[config.mk]
export PLATFORM = sky130hd
export DESIGN_NAME = color_fsm_sequencer
export DESIGN_NICKNAME = d
export VERILOG_FILES = /design/src/rtl/color_fsm_sequencer.sv
export SDC_FILE = /design/constraint.sdc
export NUM_CORES = 1
export LEC_CHECK = 0
export BUFFER_PORTS_ARGS = -buffer_cell sky130_fd_sc_hd__clkbuf_2
export CAP_MARGIN = 20
export CORE_MARGIN = 2
export CORE_UTILIZATION = 45
export DETAILED_ROUTE_END_ITERATION = 7
export GPL_ROUTABILITY_DRIVEN = 0
export GPL_TIMING_DRIVEN = 0
export PLACE_DENSITY = 0.68
export SYNTH_ARGS = -nofsm -noshare
export SYNTH_HDL_FRONTEND = slang
export SYNTH_SLANG_ARGS = --single-unit
[constraint.sdc]
create_clock -name clk -period 3.82 [get_ports clk]
set_input_delay 0.382 -clock clk [delete_from_list [all_inputs] [get_ports clk]]
set_output_delay 0.382 -clock clk [all_outputs]
set_load 0.02 [all_outputs]
[src/rtl/color_fsm_sequencer.sv]
// Color FSM command sequencer: arbitrates NUM_REQ requesters round-robin,
// walks the Color FSM (Blue/Red/HSV_idle) to the granted target one hop at a
// time, checks the FSM output after every hop, and pulses a per-requester done.
module color_fsm_sequencer #(
    parameter int NUM_REQ = 4
) (
    input  logic                   clk,
    input  logic                   rst_n,
    input  logic [NUM_REQ-1:0]     req,
    input  logic [2*NUM_REQ-1:0]   req_target,
    output logic [NUM_REQ-1:0]     done,
    output logic                   done_err,
    output logic [1:0]             fsm_in,
    input  logic [1:0]             fsm_out,
    output logic                   busy,
    output logic [1:0]             cur_state,
    output logic                   mismatch
);

    localparam int IDX_W = (NUM_REQ > 1) ? $clog2(NUM_REQ) : 1;

    localparam logic [1:0] C_BLUE  = 2'd0;
    localparam logic [1:0] C_RED   = 2'd1;
    localparam logic [1:0] C_HSV   = 2'd2;
    localparam logic [1:0] C_ILL   = 2'd3;
    localparam logic [1:0] CMD_NOP = 2'h3;

    typedef enum logic [1:0] {
        S_IDLE  = 2'd0,
        S_STEP  = 2'd1,
        S_CHECK = 2'd2,
        S_DONE  = 2'd3
    } state_t;

    state_t             r_state, w_state_next;
    logic [1:0]         r_shadow, w_shadow_next;
    logic [IDX_W-1:0]   r_ptr, w_ptr_next;
    logic [IDX_W-1:0]   r_idx, w_idx_next;
    logic [1:0]         r_target, w_target_next;
    logic               r_err, w_err_next;
    logic               r_mismatch, w_mismatch_next;

    logic               w_gnt_valid;
    logic [IDX_W-1:0]   w_gnt_idx;
    logic [1:0]         w_gnt_tgt;
    logic [1:0]         w_hop_cmd;
    logic [1:0]         w_hop_state;
    logic [1:0]         w_exp_out;

    // Round-robin pick: first asserted request at or after the pointer, wrapping.
    // The loop runs from the farthest offset down so the nearest one wins.
    always_comb begin
        int c;
        w_gnt_valid = 1'b0;
        w_gnt_idx   = '0;
        c           = 0;
        for (int k = NUM_REQ - 1; k >= 0; k--) begin
            c = int'(r_ptr) + k;
            if (c >= NUM_REQ) c = c - NUM_REQ;
            if (req[c]) begin
                w_gnt_valid = 1'b1;
                w_gnt_idx   = IDX_W'(c);
            end
        end
        w_gnt_tgt = req_target[2*w_gnt_idx +: 2];
    end

    // Next hop along the legal graph Blue <-> Red <-> HSV_idle, and the FSM
    // output encoding expected for the current shadow state.
    always_comb begin
        w_hop_cmd   = CMD_NOP;
        w_hop_state = r_shadow;
        case (r_shadow)
            C_BLUE: begin
                w_hop_cmd   = 2'd1;
                w_hop_state = C_RED;
            end
            C_RED: begin
                if (r_target == C_BLUE) begin
                    w_hop_cmd   = 2'd1;
                    w_hop_state = C_BLUE;
                end else begin
                    w_hop_cmd   = 2'd2;
                    w_hop_state = C_HSV;
                end
            end
            C_HSV: begin
                w_hop_cmd   = 2'd0;
                w_hop_state = C_RED;
            end
            default: ;
        endcase
        w_exp_out = (r_shadow == C_BLUE) ? 2'd1 : 2'd2;
    end

    // Control FSM next-state logic.
    always_comb begin
        w_state_next    = r_state;
        w_shadow_next   = r_shadow;
        w_ptr_next      = r_ptr;
        w_idx_next      = r_idx;
        w_target_next   = r_target;
        w_err_next      = r_err;
        w_mismatch_next = r_mismatch;
        case (r_state)
            S_IDLE: begin
                if (w_gnt_valid) begin
                    w_idx_next    = w_gnt_idx;
                    w_target_next = w_gnt_tgt;
                    if (w_gnt_tgt == C_ILL) begin
                        w_err_next   = 1'b1;
                        w_state_next = S_DONE;
                    end else if (w_gnt_tgt == r_shadow) begin
                        w_state_next = S_DONE;
                    end else begin
                        w_state_next = S_STEP;
                    end
                end
            end
            S_STEP: begin
                w_shadow_next = w_hop_state;
                w_state_next  = S_CHECK;
            end
            S_CHECK: begin
                if (fsm_out != w_exp_out) begin
                    w_mismatch_next = 1'b1;
                    w_err_next      = 1'b1;
                    w_state_next    = S_DONE;
                end else if (r_shadow == r_target) begin
                    w_state_next = S_DONE;
                end else begin
                    w_state_next = S_STEP;
                end
            end
            S_DONE: begin
                w_ptr_next   = (r_idx == IDX_W'(NUM_REQ - 1)) ? '0 : r_idx + 1'b1;
                w_err_next   = 1'b0;
                w_state_next = S_IDLE;
            end
            default: w_state_next = S_IDLE;
        endcase
    end

    // State registers; reset returns the shadow to Red alongside the Color FSM.
    always_ff @(posedge clk) begin
        if (!rst_n) begin
            r_state    <= S_IDLE;
            r_shadow   <= C_RED;
            r_ptr      <= '0;
            r_idx      <= '0;
            r_target   <= C_RED;
            r_err      <= 1'b0;
            r_mismatch <= 1'b0;
        end else begin
            r_state    <= w_state_next;
            r_shadow   <= w_shadow_next;
            r_ptr      <= w_ptr_next;
            r_idx      <= w_idx_next;
            r_target   <= w_target_next;
            r_err      <= w_err_next;
            r_mismatch <= w_mismatch_next;
        end
    end

    genvar gi;
    generate
        for (gi = 0; gi < NUM_REQ; gi++) begin : g_done
            assign done[gi] = (r_state == S_DONE) && (r_idx == IDX_W'(gi));
        end
    endgenerate

    assign done_err  = (r_state == S_DONE) && r_err;
    assign fsm_in    = (r_state == S_STEP) ? w_hop_cmd : CMD_NOP;
    assign busy      = (r_state != S_IDLE);
    assign cur_state = r_shadow;
    assign mismatch  = r_mismatch;

endmodule

==> results by group <==
Outcome
  – Status: completed

Place
  – DP HPWL: 1570 um
  – Setup slack after placement: 1720 ps
  – Post-detailed-placement cell area: 0.00111 mm^2
  – Buffers added on ports: 26

Clocking
  – Reg clk slew, reported paths: 80 ps
  – Number of cells upsized or downsized after cts: 0
  – Clock tree from TritonCTS: built
  – Root buf cell: sky130_fd_sc_hd__clkbuf_4
  – Number of clock buffers inserted by TritonCTS: 3
  – Number of levels the H-tree was split into: 1
  – Number of buffers inserted for hold repair after clock tree synthesis: 0
  – Clk buf depth: 2
  – Post-CTS setup repair buffer count: 0
  – CTS sink count: 12
  – Latest clock arrival within the worst-skew pair: 280 ps

Route
  – WL per Instance: 11.6 um
  – Detailed Route WL: 1980 um
  – DR DRC count: 0
  – Detail-routed via count per cell: 5.25
  – Post-detailed-route count of antenna-violating nets: 0
  – DRT Pass-1 Iters: 4
  – Initial detailed-routing violation count: 19
  – Via count: 898

Final layout
  – Fraction of layout cells with a size suffix above 1: 28.5%
  – Filler cell count in the final layout: 190
  – Number of inserted diodes: 0
  – Multi-input gate area: 647 um^2
  – Syn-to-layout area delta: 21.1%
  – Layout Cell Area excl Fill: 0.00115 mm^2
  – Count of nets after finishing: 169
  – Sequential cell area: 240 um^2

Worst hold path
  – Worst hold path cell count: 2
  – Worst-case hold path end point: cur_state[0]
  – Class of the most critical hold timing path: input port to register
  – Worst hold path startpoint: rst_n

Floorplan
  – Core region area: 0.00198 mm^2
  – Site row count: 16
  – Effective utilization at floorplan: 47.8%
  – Die footprint: 0.00249 mm^2
  – I/O pin total: 27
  – Die extent in y: 49.9 um
  – Overall die width: 49.9 um

Setup path
  – RR Endpoint: r_state[1]
  – CP Launch Type: register
  – Data required, critical path: 4020 ps
  – Minimum setup slack among reg-to-reg paths: 1830 ps
  – Startpoint-to-endpoint class of the critical path: register to register
  – Path depth of the worst reg2reg path: 6
  – Kind of end point of the critical path: register
  – Max Fanout on Critical Path: 6
  – Data arrival time of the critical path: 2190 ps
  – Beginning of the worst register-to-register path: r_ptr[1]

STA
  – Transition time of the tightest slew-check pin: 381 ps
  – Final count of pins violating max slew: 0
  – Setup repair after global routing missed its margin: false
  – Final critical-path required period: 1990 ps
  – Maximum frequency from static timing analysis: 503 MHz
  – Hold Slack: 358 ps
  – Setup Skew: 2.58 ps
  – Count of final hold-check violations: 0
  – Setup-violating endpoint count in the final report: 0
  – Post-route clock period utilization: 52.0%
  – Rel. slew slack: 74.6%
  – Accumulated negative setup slack: 0 ps
  – Worst path setup slack after routing: 1830 ps

Global routing
  – Number of global-route vias before repair: 806
  – Initial antenna violation count: 0
  – Largest net degree at the start of global routing: 11
  – First-pass GRT wire length: 3470 um
  – Remaining Overflow, GRT: 0
  – Overall global routing resource usage: 17.9%

Synthesis
  – Cell taking the most area after synthesis: sky130_fd_sc_hd__dfxtp_1
  – Synth top area share: 25.4%
  – Syn. warnings: 0
  – Main area contributors after synthesis: sky130_fd_sc_hd__dfxtp_1 (25%), sky130_fd_sc_hd__ha_1 (11%), sky130_fd_sc_hd__mux2i_1 (7.4%), sky130_fd_sc_hd__nor2_1 (5.9%), sky130_fd_sc_hd__o21ai_0 (3.7%)
  – Number of instances in the synthesized netlist: 114
  – Mapped Nets: 138
  – Cell area after technology mapping: 947 um^2
  – Share of the yosys chip area belonging to registers: 25.4%
  – Number of synthesized flops with an enable pin: 0
  – Post-synth top flop: sky130_fd_sc_hd__dfxtp_1
  – Proportion of register bits with asynchronous set or reset after synthesis: 0%
  – Average cell area after synthesis: 8.31 um^2
  – Flip-flop and latch count after synthesis: 12
  – Netlist cell types: 41

Job
  – Total of max-cap violations: 0

Power
  – VDD IR max: 0.311 mV
  – Overall power: 708 uW
  – Power per unit of standard cell area: 617 mW/mm^2
  – Static leakage power: 0.535 nW
worst max-delay path by stage:
| stage | slack, ps | to | depth (start not counted) | from |
|---|---|---|---|---|
| 2_1_floorplan | 1850 | r_state[1] | 7 | cur_state[0] |
| 3_3_place_gp | 1750 | r_state[1] | 7 | req[2] |
| 3_5_place_dp | 1720 | r_state[1] | 7 | req[2] |
| 4_1_cts | 1820 | r_state[1] | 7 | cur_state[0] |
| 5_1_grt | 1690 | r_state[1] | 6 | r_ptr[1] |
| 6_report | 1830 | r_state[1] | 6 | r_ptr[1] |
cells by family (layout without fill, tap and decap cells):
group | after synthesis | count (layout) | share of synthesized area (%)
flip-flops | 12 | 12 | 25.4
buffers and inverters | 13 | 43 | 6.34
adder cells (fa/ha/maj) | 8 | 8 | 10.6
multiplexers | 10 | 10 | 11.0
XOR/XNOR | 2 | 2 | 1.85
AO/OA/AOI/OAI | 27 | 27 | 22.5
AND/OR/NAND/NOR | 42 | 42 | 22.5
cell usage in the layout, fill, tap and decap left out, drive strengths merged, types with 2 or more instances in the layout:
cell type,instances
nand3,4
o21ai,8
xnor2,2
inv,8
mux2,3
and3,2
mux2i,7
nand2b,3
nand2,6
clkbuf,32
ha,8
a311oi,2
and2,5
a21oi,5
nor2,15
buf,2
dfxtp,12
power breakdown:
| group | internal (mW) | leakage, nW | total, mW | switching, mW |
|---|---|---|---|---|
| sequential | 0.164 | 0.0989 | 0.205 | 0.0412 |
| combinational | 0.170 | 0.415 | 0.397 | 0.228 |
| clock | 0.0581 | 0.0210 | 0.106 | 0.0479 |
flip-flops by register name, summed over array words and instances, names as in the netlist:
register   cells
mismatch       1
r_idx          2
r_err          1
r_ptr          2
r_target       2
r_state        2
cur_state      2
area by class of cell:
type                    instances  share of cell area, %
clock buffers                   4                   3.16
plain buffers                   4                   2.29
flip-flops and latches         12                   20.9
repair buffers                 26                   11.3
inverters                       9                   2.94
multi-input cells              89                   56.4
well taps                      27                   2.94
cells in the mapped netlist, types with 2 or more instances:
master	number
sky130_fd_sc_hd__dfxtp_1	12
sky130_fd_sc_hd__clkbuf_1	2
sky130_fd_sc_hd__xnor2_1	2
sky130_fd_sc_hd__nand2b_1	3
sky130_fd_sc_hd__and2_1	5
sky130_fd_sc_hd__nand2_1	6
sky130_fd_sc_hd__o21ai_0	7
sky130_fd_sc_hd__mux2i_1	7
sky130_fd_sc_hd__a311oi_1	2
sky130_fd_sc_hd__nor2_1	15
sky130_fd_sc_hd__nand3_1	4
sky130_fd_sc_hd__a21oi_1	5
sky130_fd_sc_hd__ha_1	8
sky130_fd_sc_hd__inv_1	8
sky130_fd_sc_hd__mux2_2	2
routing by layer:
metal / part of all wire (%) / global-route usage, % / vias to the layer above
met4: 1.1 / 6.94 / 0
met3: 5.1 / 2.73 / 2
met2: 45 / 29.1 / 32
li1: - / - / 465
met5: 0 / 0 / -
met1: 49 / 23.6 / 399
per-stage QoR:
stage / instances / util (%)
floorplan: 114 / -
global placement: 167 / 56.1
detailed placement: 167 / 56.1
CTS: 171 / 57.9
global route: 171 / 57.9
finish: 171 / 57.9
worst max-delay path, stage by stage (launching register included):
cell                       delay [ps]
sky130_fd_sc_hd__dfxtp_1          360
sky130_fd_sc_hd__or3b_1           410
sky130_fd_sc_hd__o221ai_2         140
sky130_fd_sc_hd__mux2i_1          280
sky130_fd_sc_hd__mux2i_1          160
sky130_fd_sc_hd__a211o_1          310
sky130_fd_sc_hd__a311oi_1         240
(Power assumes the default switching activity.)
